==> config.mk <==
export PLATFORM = sky130hd
export DESIGN_NAME = occupancy_bcd_sequencer_flat
export DESIGN_NICKNAME = d
export VERILOG_FILES = /design/src/rtl/occupancy_bcd_sequencer_if.sv /design/src/rtl/occupancy_bcd_sequencer.sv /design/src/flat_wrapper.sv
export SDC_FILE = /design/constraint.sdc
export NUM_CORES = 1
export LEC_CHECK = 0
export ABC_AREA = 1
export CAP_MARGIN = 25
export CELL_PAD_IN_SITES_DETAIL_PLACEMENT = 1
export CELL_PAD_IN_SITES_GLOBAL_PLACEMENT = 1
export CORE_UTILIZATION = 46
export CTS_BUF_LIST = sky130_fd_sc_hd__clkbuf_4 sky130_fd_sc_hd__clkbuf_8
export CTS_CLUSTER_SIZE = 14
export DETAILED_ROUTE_END_ITERATION = 8
export PLACE_DENSITY_LB_ADDON = 0.1
export RECOVER_POWER = 25
export SYNTH_ARGS = -nofsm -noshare
export SYNTH_HDL_FRONTEND = slang
export SYNTH_SLANG_ARGS = --single-unit
==> constraint.sdc <==
create_clock -name clk -period 4.4 [get_ports clk]
set_input_delay 0.44 -clock clk [delete_from_list [all_inputs] [get_ports clk]]
set_output_delay 0.44 -clock clk [all_outputs]
set_load 0.005 [all_outputs]
==> src/rtl/occupancy_bcd_sequencer_if.sv <==
// Event/count bundle between the sensor decoder, the occupancy sequencer and the display driver.
// Latency: none (wires only).
// Backpressure: none; event pulses are fire-and-forget, status outputs are level signals.
interface occupancy_bcd_sequencer_if;
  logic        enter_req;
  logic        exit_req;
  logic [15:0] count_bcd;
  logic        full;
  logic        empty;
  logic        busy;
  logic        rejected;
  logic        lost;

  // Event source side (sensor FSM / bench)
  modport master (
    output enter_req,
    output exit_req,
    input  count_bcd,
    input  full,
    input  empty,
    input  busy,
    input  rejected,
    input  lost
  );

  // Sequencer side
  modport slave (
    input  enter_req,
    input  exit_req,
    output count_bcd,
    output full,
    output empty,
    output busy,
    output rejected,
    output lost
  );
endinterface

==> src/rtl/occupancy_bcd_sequencer.sv <==
// Owns the 4-digit BCD occupancy count; enter/exit pulses become one-digit-per-clock BCD steps.
// Latency: request at edge N, IDLE decision at N+1, commit at N+1+k (k = digits touched, 1..4).
// Backpressure: none; one pending event per direction is held, a further request pulses lost.
module occupancy_bcd_sequencer #(
  // Lot capacity as 4-digit BCD: every nibble 0..9, nonzero, at most 16'h9999
  parameter logic [15:0] MAX_BCD = 16'h0500
) (
  input  logic                            clk,
  input  logic                            rst,
  occupancy_bcd_sequencer_if.slave        bus
);

  typedef enum logic [0:0] {
    S_IDLE = 1'b0,
    S_STEP = 1'b1
  } state_t;

  typedef enum logic {
    OP_INC = 1'b0,
    OP_DEC = 1'b1
  } op_t;

  // Architectural state
  state_t      r_state;
  logic        r_pend_in;
  logic        r_pend_out;
  logic [15:0] r_work;
  logic [1:0]  r_idx;
  op_t         r_op;
  logic [15:0] r_count;
  logic        r_rejected;
  logic        r_lost;

  // Next-state / decode wires
  state_t      w_state_nxt;
  logic [15:0] w_work_nxt;
  logic [1:0]  w_idx_nxt;
  op_t         w_op_nxt;
  logic [15:0] w_count_nxt;
  logic        w_rejected_nxt;
  logic        w_clr_in;
  logic        w_clr_out;
  logic        w_pend_in_nxt;
  logic        w_pend_out_nxt;
  logic        w_lost_nxt;

  logic        w_full;
  logic        w_empty;
  logic [3:0]  w_shamt;
  logic [3:0]  w_digit;
  logic        w_wrap;
  logic [3:0]  w_new_digit;
  logic [15:0] w_work_upd;

  // Status is decoded straight from the committed count, so it tracks count_bcd with no lag
  assign w_full  = (r_count == MAX_BCD);
  assign w_empty = (r_count == 16'h0000);

  // Digit under the pointer; bit offset is idx*4
  assign w_shamt = {r_idx, 2'b00};
  assign w_digit = 4'(r_work >> w_shamt);

  // A digit wraps when INC sees 9 or DEC sees 0; that is the only case that ripples on
  assign w_wrap = (r_op == OP_INC) ? (w_digit == 4'd9) : (w_digit == 4'd0);

  // Replacement value for the digit under the pointer
  always_comb begin
    w_new_digit = w_digit;
    if (r_op == OP_INC) begin
      w_new_digit = w_wrap ? 4'd0 : (w_digit + 4'd1);
    end else begin
      w_new_digit = w_wrap ? 4'd9 : (w_digit - 4'd1);
    end
  end

  // Scratch word with only the pointed-to digit replaced
  assign w_work_upd = (r_work & ~(16'h000F << w_shamt)) |
                      ({12'h000, w_new_digit} << w_shamt);

  // FSM next-state: IDLE arbitrates pending flags, STEP ripples one digit per clock
  always_comb begin
    w_state_nxt    = r_state;
    w_work_nxt     = r_work;
    w_idx_nxt      = r_idx;
    w_op_nxt       = r_op;
    w_count_nxt    = r_count;
    w_rejected_nxt = 1'b0;
    w_clr_in       = 1'b0;
    w_clr_out      = 1'b0;

    case (r_state)
      S_IDLE: begin
        if (r_pend_in && r_pend_out) begin
          // Opposite events cancel: net change is zero, nothing to report
          w_clr_in  = 1'b1;
          w_clr_out = 1'b1;
        end else if (r_pend_in) begin
          w_clr_in = 1'b1;
          if (w_full) begin
            w_rejected_nxt = 1'b1;
          end else begin
            w_work_nxt  = r_count;
            w_op_nxt    = OP_INC;
            w_idx_nxt   = 2'd0;
            w_state_nxt = S_STEP;
          end
        end else if (r_pend_out) begin
          w_clr_out = 1'b1;
          if (w_empty) begin
            w_rejected_nxt = 1'b1;
          end else begin
            w_work_nxt  = r_count;
            w_op_nxt    = OP_DEC;
            w_idx_nxt   = 2'd0;
            w_state_nxt = S_STEP;
          end
        end
      end

      S_STEP: begin
        w_work_nxt = w_work_upd;
        // The full/empty guards mean digit 3 never wraps; treating idx==3 as terminal
        // keeps the pointer from ever running past the top digit.
        if (w_wrap && (r_idx != 2'd3)) begin
          w_idx_nxt = r_idx + 2'd1;
        end else begin
          w_count_nxt = w_work_upd;
          w_state_nxt = S_IDLE;
        end
      end

      default: begin
        w_state_nxt = S_IDLE;
      end
    endcase
  end

  // Capture wins over a same-cycle clear; a request into an already-held flag is dropped
  always_comb begin
    w_pend_in_nxt  = bus.enter_req | (r_pend_in  & ~w_clr_in);
    w_pend_out_nxt = bus.exit_req  | (r_pend_out & ~w_clr_out);
    w_lost_nxt     = (bus.enter_req & r_pend_in  & ~w_clr_in) |
                     (bus.exit_req  & r_pend_out & ~w_clr_out);
  end

  // FSM state register
  always_ff @(posedge clk or posedge rst) begin
    if (rst) begin
      r_state <= S_IDLE;
    end else begin
      r_state <= w_state_nxt;
    end
  end

  // Datapath registers: scratch word, digit pointer, operation, committed count
  always_ff @(posedge clk or posedge rst) begin
    if (rst) begin
      r_work  <= 16'h0000;
      r_idx   <= 2'd0;
      r_op    <= OP_INC;
      r_count <= 16'h0000;
    end else begin
      r_work  <= w_work_nxt;
      r_idx   <= w_idx_nxt;
      r_op    <= w_op_nxt;
      r_count <= w_count_nxt;
    end
  end

  // Pending flags and the one-cycle status pulses
  always_ff @(posedge clk or posedge rst) begin
    if (rst) begin
      r_pend_in  <= 1'b0;
      r_pend_out <= 1'b0;
      r_rejected <= 1'b0;
      r_lost     <= 1'b0;
    end else begin
      r_pend_in  <= w_pend_in_nxt;
      r_pend_out <= w_pend_out_nxt;
      r_rejected <= w_rejected_nxt;
      r_lost     <= w_lost_nxt;
    end
  end

  assign bus.count_bcd = r_count;
  assign bus.full      = w_full;
  assign bus.empty     = w_empty;
  assign bus.busy      = (r_state != S_IDLE);
  assign bus.rejected  = r_rejected;
  assign bus.lost      = r_lost;

endmodule

==> src/flat_wrapper.sv <==
// flat-port wrapper written by rule: the top's interface ports become plain ports
module occupancy_bcd_sequencer_flat 
#(
                                                                              
  parameter logic [15:0] MAX_BCD = 16'h0500
)
  (clk, rst, bus_enter_req, bus_exit_req, bus_count_bcd, bus_full, bus_empty, bus_busy, bus_rejected, bus_lost);
  occupancy_bcd_sequencer_if bus_i ();
  input  logic clk;
  input  logic rst;
  input wire logic [$bits(bus_i.enter_req)-1:0] bus_enter_req;
  input wire logic [$bits(bus_i.exit_req)-1:0] bus_exit_req;
  output wire logic [$bits(bus_i.count_bcd)-1:0] bus_count_bcd;
  output wire logic [$bits(bus_i.full)-1:0] bus_full;
  output wire logic [$bits(bus_i.empty)-1:0] bus_empty;
  output wire logic [$bits(bus_i.busy)-1:0] bus_busy;
  output wire logic [$bits(bus_i.rejected)-1:0] bus_rejected;
  output wire logic [$bits(bus_i.lost)-1:0] bus_lost;
  assign bus_i.enter_req = bus_enter_req;
  assign bus_i.exit_req = bus_exit_req;
  assign bus_count_bcd = bus_i.count_bcd;
  assign bus_full = bus_i.full;
  assign bus_empty = bus_i.empty;
  assign bus_busy = bus_i.busy;
  assign bus_rejected = bus_i.rejected;
  assign bus_lost = bus_i.lost;
  occupancy_bcd_sequencer #(.MAX_BCD(MAX_BCD)) u_core (.clk(clk), .rst(rst), .bus(bus_i));
endmodule
## Word-level counts from Yosys, hierarchy flattened

Index checks and enable logic that the tools add are counted.

- Register bits after elaboration: 40
- Word-level logic and storage cells: 92

- Add/subtract/negate cells: 3
- Equality and inequality tests: 10
- Shifts and indexed selects: 3
- Multiplexer cells: 41
- Bitwise operators: 17
- Reductions and logical operators: 9

Operator list:

| cell | number |
|---|---|
| $mux W16 | 5 |
| $pmux W16 S2 | 1 |
| $mux W1 | 24 |
| $and A16 B16 Y16 | 1 |
| $eq A16 B11 Y1 const B | 1 |
| $logic_not A16 Y1 | 1 |
| $not A16 Y16 | 1 |
| $or A16 B16 Y16 | 1 |
| $shl A4 B4 Y16 | 1 |
| $shl A4 B4 Y16 const A | 1 |
| $shr A16 B4 Y4 | 1 |
| $mux W2 | 6 |
| $mux W4 | 3 |
| $reduce_and A5 Y1 | 2 |
| $ne A2 B2 Y1 const B | 4 |
| $and A1 B1 Y1 | 6 |
| $not A1 Y1 | 5 |
| $add A4 B1 Y4 const B | 1 |
| $eq A4 B4 Y1 const B | 1 |
| $logic_not A4 Y1 | 1 |
| $pmux W2 S2 | 1 |
| $reduce_and A4 Y1 | 1 |
| $sub A4 B1 Y4 const B | 1 |
| $ne A3 B1 Y1 const B | 1 |
| other kinds (9) | 12 |

## Logic depth before layout (Yosys ltp)

Gate-level depths: netlist (run 1).

- Word-level depth: 8
- Mapped depth: 19

## Worst setup path after synthesis (run 1)

OpenSTA, ideal clock, no wires.

- Path kind: flip-flop to flip-flop
- Start: register u_core.r_idx[0]
- End: register u_core.r_count[8], in the netlist u_core.bus.count_bcd[8]
- Library setup time: 117 ps
- Arrival time: 2014 ps
- Setup slack: 2269 ps
- Cell stages (with the launch flop): 17
- Cell sequence: dfrtp_1 -> buf_4 -> inv_4 -> buf_4 -> nand2_1 -> nand3_1 -> nand2_1 -> ha_1 -> nand2_1 -> inv_2 -> nand3_1 -> nand2_2 -> a21oi_4 -> inv_4 -> buf_6 -> nand2_1 -> nand2_1

- Word-level cells in the longest chain between the ends: 7

RTL lines:

| what | RTL line | RTL |
|---|---|---|
| start, declared | occupancy_bcd_sequencer.sv:28 | `logic [1:0] r_idx;` |
| start signal, assigned | occupancy_bcd_sequencer.sv:164 | `r_idx <= w_idx_nxt;` |
| parallel branches: the longest is 7 deep, another holds $add A4 B1 Y4 | n/a |  |
| end signal, assigned | occupancy_bcd_sequencer.sv:166 | `r_count <= w_count_nxt;` |
| end, declared | occupancy_bcd_sequencer.sv:30 | `logic [15:0] r_count;` |

Parallel ways; which one is timed is not known.
A chain may end at the register's enable or synchronous reset.

## Worst setup path after layout (run 1)

- Start: register u_core.r_idx[0]
- End: register u_core.r_idx[0]

- Word-level cells in the longest chain between the ends: 6

RTL lines:

| what | RTL line | RTL |
|---|---|---|
| $shr A16 B4 Y4 | occupancy_bcd_sequencer.sv:61 | `assign w_digit = 4'(r_work >> w_shamt);` |
| $eq A4 B4 Y1 or $logic_not A4 Y1 (tied branches) | occupancy_bcd_sequencer.sv:64 | `assign w_wrap = (r_op == OP_INC) ? (w_digit == 4'd9) : (w_digit == 4'd0);` |
| $mux W1 | occupancy_bcd_sequencer.sv:64 |  |
| $logic_and A1 B1 Y1 | occupancy_bcd_sequencer.sv:124 | `if (w_wrap && (r_idx != 2'd3)) begin` |
| $ne A2 B2 Y1 (no source line) | n/a |  |
| $reduce_and A5 Y1 (no source line) | n/a |  |

Several ways; a longest one is shown, not always the timed one. The select of a mux whose other input is x is not followed.

==> results of run 1 <==
==> final cells by class <==
type / count / area (µm²)
timing repair buffer: 25 / 244.0
inverter: 24 / 95.09
tap: 70 / 87.58
fill: 689 / 2312
clock inverter: 2 / 35.03
sequential: 40 / 1001
clock buffer: 6 / 76.32
multi-input combinational: 279 / 1321
==> per-stage QoR <==
stage          setup WS [ns]  area [µm²]
3_5_place_dp           1.579        2753
6_report               1.543        2860
3_3_place_gp           1.709        2753
5_1_grt                1.238        2860
2_1_floorplan          2.269        2492
4_1_cts                1.566        2864
==> worst max-delay path by stage <==
stage	depth (start not counted)	start	endpoint	slack, ns
3_3_place_gp	15	u_core.r_idx[0]$_DFFE_PP0P_	u_core.r_idx[0]$_DFFE_PP0P_	1.71
2_1_floorplan	16	u_core.r_idx[0]$_DFFE_PP0P_	u_core.bus.count_bcd[8]$_DFFE_PP0P_	2.27
3_5_place_dp	15	u_core.r_idx[0]$_DFFE_PP0P_	u_core.r_idx[0]$_DFFE_PP0P_	1.58
5_1_grt	3	rst	u_core.r_pend_in$_DFF_PP0_	1.24
4_1_cts	15	u_core.r_idx[0]$_DFFE_PP0P_	u_core.r_idx[0]$_DFFE_PP0P_	1.57
6_report	15	u_core.r_idx[0]$_DFFE_PP0P_	u_core.r_idx[0]$_DFFE_PP0P_	1.54
==> critical path: stages (launching register included) <==
cell and delay [ns]:
dfrtp_1 0.74, inv_4 0.17, nand2_1 0.13, nand2_1 0.06, nand2_1 0.08, nand2_1 0.14
ha_1 0.21, inv_1 0.05, nor2_1 0.05, nand3_2 0.11, nand2_2 0.09, a21oi_4 0.44
inv_4 0.18, nand2_4 0.11, nand3_1 0.09, o21ai_1 0.10
==> power breakdown <==
| part | internal [W] | total, W | switching [W] |
|---|---|---|---|
| clock | 0.000175 | 0.000309 | 0.000134 |
| sequential | 0.000490 | 0.000689 | 0.000199 |
| combinational | 0.000407 | 0.00118 | 0.000777 |
==> logic make-up (layout without fill, tap and decap cells) <==
kind of cell	after synthesis	count (layout)
buf+inv	37	57
compound gates	23	23
fa+ha+maj	7	7
simple gates	248	248
xor+xnor	1	1
flops	40	40
==> per-layer routing <==
layer,vias to the layer above,share of wire [%],GRT usage (%)
li1,1187,-,-
met1,1178,45,39.58
met2,73,47,44.84
met3,11,5.8,5.026
met4,0,1.6,9.259
met5,-,0,0
==> sequential cells by signal (all words and copies together) (netlist names) <==
name and flops:
u_core.bus.lost 1, u_core.r_idx 2, u_core.r_pend_out 1, u_core.r_op 1
u_core.r_work 16, u_core.bus.rejected 1, u_core.bus.count_bcd 16, u_core.r_pend_in 1
u_core.bus.busy 1
==> cells in the final DEF, fill, tap and decap left out, types with 2 or more instances in the layout <==
cell type and n:
nand2_2 4, nor2_1 14, nand4_1 21, ha_1 7, o21ai_0 8, or2_1 3
nand2_1 167, inv_4 2, nand3_1 30, o21ai_1 8, dfrtp_1 40, inv_2 4
nor3_1 2, inv_1 18, nand3_2 2, clkbuf_8 5, clkdlybuf4s50_1 23, a21oi_1 3
==> impl_metrics.toml, run 1 <==
[run_status]
run_status = "complete, but fails checks"
violations = "capacitance limit, slew limit"

[logic_synthesis]
synthDistinctLibCells = 31
combinational_family_with_the_most_area_after_synthesis = "simple AND/OR/NAND/NOR gates"
synth_adder_area_share_pct = 3.514
yosys-top-cells-area = "dfrtp_1, nand2_1, nand3_1"
synth.top_cells.by_count = "nand2_1, dfrtp_1, nand3_1, nand4_1, inv_1"
synth-compound-area-share_pct = 5.371
yosysSeqAreaShare_pct = 40.16
synth_enable_flop_cells = 0
synth_cells = 356
synth-seq-cells = 40
synth_nets = 367
post_synth_and_or_nand_nor_area_fraction_pct = 43.78
syn_avg_cell_area_um2 = 7.001
most_frequent_cell_after_synthesis = "nand2_1"
netlist_area_um2 = 2492
synth.top_cell.area_share_pct = 40.16
synth-warning-count = 0
synth_area_in_xor_xnor_pct = 0.3514
synth-async-reset-ratio_pct = 100.0
mux_contribution_to_synthesized_area_pct = 0
synth.largest_area_cell = "dfrtp_1"
synth_top_flop_cell = "dfrtp_1"

[routing]
drt-pass1-iter-count = 4
wire_per_inst_um = 16.78
via_per_inst = 5.491
first_iter_violations = 165
detail-route-antenna-nets = 0
remaining_drc_errors = 0
detail_route.wirelength_um = 7485
vias = 2449

[setup_path]
required_ns = 4.62
worst_r2r_path_cells = 15
reg2reg_slack_ns = 1.54
worst_setup_path_start_kind = "register"
r2r_start = "u_core.r_idx[0]$_DFFE_PP0P_"
r2r-end = "u_core.r_idx[0]$_DFFE_PP0P_"
endpoint_kind = "register"
critPathArrivalTime_ns = 3.08
critical_path.max_fanout = 18
worstSetupPathType = "reg2reg"

[die]
floorplan.initialDensity_pct = 48.19
top_level_ports = 25
num_rows = 26
die_area_um2 = 5717
die-height_um = 75.61
die-width_um = 75.61
core_region_area_um2 = 5172

[timing]
setup_total_negative_slack_ns = 0
final_min_period_over_clock_period_pct = 64.93
post-route-min-period_ns = 2.857
timing.fmax_ghz = 0.3500
setup_repair_after_global_routing_missed_its_margin = "false"
final-setup-viol-count = 0
tightest_slew_ns = 2.191
hold_viol = 0
max_slew_margin_pct = -46.09
finClkSkew_ns = 0.004316
hold_slack_ns = 0.5436
slew_viol_final = 41

[grt]
track_usage_pct = 28.35
antenna_found_initial = 0
grt_max_degree = 41
grt_pass1_wl_um = 11870
grt.overflow.total = 0
grt_pass1_vias = 2307

[placement]
dpl.cell_count = 438
place.gp.congestion = 0.8246
place.port_buffers = 24
dp.final_hpwl_um = 5531

[cts]
cts_root_buffer = "clkbuf_8"
cts_max_path_buffers = 2
clkSinkCount = 40
cts_tree = "built"
cts.clk_slew.worst_paths_ns = 0.08
clk_latency_ns = 0.29
post_cts.resized_instances = 0
cts_made_buffers = 5
cts.hold.buffers_added = 0
post_cts_buffers = 0
cts-htree-levels = 2

[run]
maxCapViolCount = 1

[finish]
finish.net_count = 386
final_layout_size_suffix_gt1_share_pct = 6.915
post_layout_nonfiller_instances = 446
final_core_utilization_pct = 55.30
antenna_cells_inserted = 0
layout-area-overhead-vs-synth_pct = 14.76

[min_path]
min-delay-path-class = "reg2reg"
worstHoldPathCells = 2
hold-path-endpoint = "u_core.r_work[8]$_DFFE_PP0P_"
worst_hold_startpoint = "u_core.r_work[8]$_DFFE_PP0P_"

[power]
vdd_ir_drop_max_uv = 315.9
power_w = 0.002183
power.density_nw_per_um2 = 763.2
standby_leakage_power_nw = 1.453
Note: power is estimated with default switching activity, not from simulation.
==> inputs of run 2 (changes only) <==
Settings changed: CORE_UTILIZATION 46 to 43.
Clock period 4.4 ns to 2.95 ns, I/O delays scaled along.
==> impl_metrics.toml, run 2 (synthesis results as in run 1) <==
[run_status]
run_status = "complete, no violations"

[finish]
layout_commonest_cell = "nand2_1"
layout.cells.most_common_list = "nand2_1, dfrtp_1, nand3_1"
layout.filler_cells = 741
post_layout_nonfiller_instances = 454
antenna_cells_inserted = 0
final_layout_size_suffix_gt1_share_pct = 8.639
finish.net_count = 392
layout-area-overhead-vs-synth_pct = 17.32

[timing]
max_slew_margin_pct = 30.27
timing.fmax_ghz = 0.3951
finClkSkew_ns = 0.009579
slew_viol_final = 0
tightest_slew_ns = 1.046
final_min_period_over_clock_period_pct = 85.79
setup_total_negative_slack_ns = 0
final-setup-viol-count = 0
hold_viol = 0
setup_repair_after_global_routing_missed_its_margin = "false"
post-route-min-period_ns = 2.531

[grt]
grt_most_used_layer = "met2"
groute.layer.met2.usage_pct = 45.35
use_met1_pct = 39.69
grt.overflow.total = 0
grt_pass1_wl_um = 13040
grt_max_degree = 41
track_usage_pct = 27.75
grt_pass1_vias = 2530
antenna_found_initial = 0
met3_resource_use_gr_pct = 2.791

[routing]
vias = 2482
first_iter_violations = 137
drt-pass1-iter-count = 4
detail_route.wirelength_um = 7821
wire_per_inst_um = 17.23
remaining_drc_errors = 0
via_per_inst = 5.467
detail-route-antenna-nets = 0

[min_path]
worst_hold_startpoint = "u_core.bus.count_bcd[0]$_DFFE_PP0P_"
min-delay-path-class = "reg2reg"

[die]
die-width_um = 78.14
floorplan.initialDensity_pct = 44.99
die_area_um2 = 6105
core_region_area_um2 = 5540
num_rows = 27
die-height_um = 78.14
top_level_ports = 25

[cts]
clk_latency_ns = 0.29
cts_made_buffers = 5
cts.hold.buffers_added = 0
cts_max_path_buffers = 2
cts.clk_slew.worst_paths_ns = 0.09
cts_tree = "built"
cts_root_buffer = "clkbuf_8"
post_cts.resized_instances = 0
cts-htree-levels = 2
post_cts_buffers = 0
clkSinkCount = 40

[setup_path]
critical_path.max_fanout = 18
cp-startpoint = "u_core.r_idx[1]$_DFFE_PP0P_"
worst_setup_path_start_kind = "register"
critical_path_cell_sequence = "inv_2, nand3_1, nand2_1, ha_1, nand2_1, inv_2, nand3_1, nand2_2, nor2_1, nand2_1, o21ai_0, nand2_1, nand2_1"
slowest_delay_ns = 0.57
timing.critical_path.buf_inv = 2
endpoint_kind = "register"
required_ns = 3.19
worstSetupPathType = "reg2reg"
critPathArrivalTime_ns = 2.77
r2r_start = "u_core.r_idx[1]$_DFFE_PP0P_"
crit_path_top_delay_cell = "dfrtp_1"
crit_family = "simple AND/OR/NAND/NOR gates"
cpMostUsedCell = "nand2_1"

[placement]
place.port_buffers = 24
dpl.cell_count = 446
dp.final_hpwl_um = 5725
place.gp.congestion = 0.9013

[run]
maxCapViolCount = 0

[power]
standby_leakage_power_nw = 1.492
power_w = 0.003362
vdd_ir_drop_max_uv = 492.0
power.density_nw_per_um2 = 1150
## run 2: cell types whose count changed in the layout (fill, tap and decap cells not counted), sizes merged
| cell | delta |
|---|---|
| buf | +6 |
| clkbuf | +1 |
| clkinv | -1 |
## run 2: final timing paths
kind	to	slack, ns	depth (start not counted)
max	u_core.bus.count_bcd[1]$_DFFE_PP0P_	0.42	13
min	u_core.bus.count_bcd[0]$_DFFE_PP0P_	0.54	2
max reg2reg	u_core.bus.count_bcd[1]$_DFFE_PP0P_	0.42	13
min reg2reg	u_core.bus.count_bcd[0]$_DFFE_PP0P_	0.54	2
max in group asynchronous	u_core.r_idx[1]$_DFFE_PP0P_	1.53	3
min in group asynchronous	u_core.bus.count_bcd[4]$_DFFE_PP0P_	0.77	3
## run 2: area by class of cell
class / count / area, µm² / share of cell area, %
Clock buffer: 7 / 96.34 / 3.295
Clock inverter: 1 / 30.03 / 1.027
Inverter: 24 / 95.09 / 3.252
Multi-Input combinational cell: 279 / 1321 / 45.19
Sequential cell: 40 / 1001 / 34.23
Tap cell: 72 / 90.09 / 3.081
Timing Repair Buffer: 31 / 290.3 / 9.927
## run 2: power by group
part	switching, W	internal [W]
Sequential	0.000227	0.000733
Clock	0.000204	0.000299
Combinational	0.00125	0.000654
## run 2: routing by layer
layer	part of all wire (%)	vias to the layer above
li1	-	1200
met1	48	1220
met2	47	56
met3	3.5	6
met4	1.0	0
met5	0	-
## run 2: worst reg2reg max path, stage by stage (launching register included)
cell,delay (ns)
dfrtp_1,0.57
inv_2,0.23
nand3_1,0.15
nand2_1,0.12
ha_1,0.22
nand2_1,0.08
inv_2,0.05
nand3_1,0.15
nand2_2,0.11
nor2_1,0.16
nand2_1,0.12
o21ai_0,0.33
nand2_1,0.12
nand2_1,0.08
## run 2: metrics by stage
stage / hold slack, ns / util [%] / cell area [µm²] / worst slack, ns
floorplan: 0.4054 / - / 2492 / 0.8193
global placement: 0.5018 / 50.54 / 2800 / 0.5133
detailed placement: 0.5264 / 50.54 / 2800 / 0.4528
CTS: 0.4486 / 52.82 / 2927 / 0.4347
global route: 0.5576 / 52.78 / 2924 / 0.2292
finish: 0.5382 / 52.78 / 2924 / 0.4193
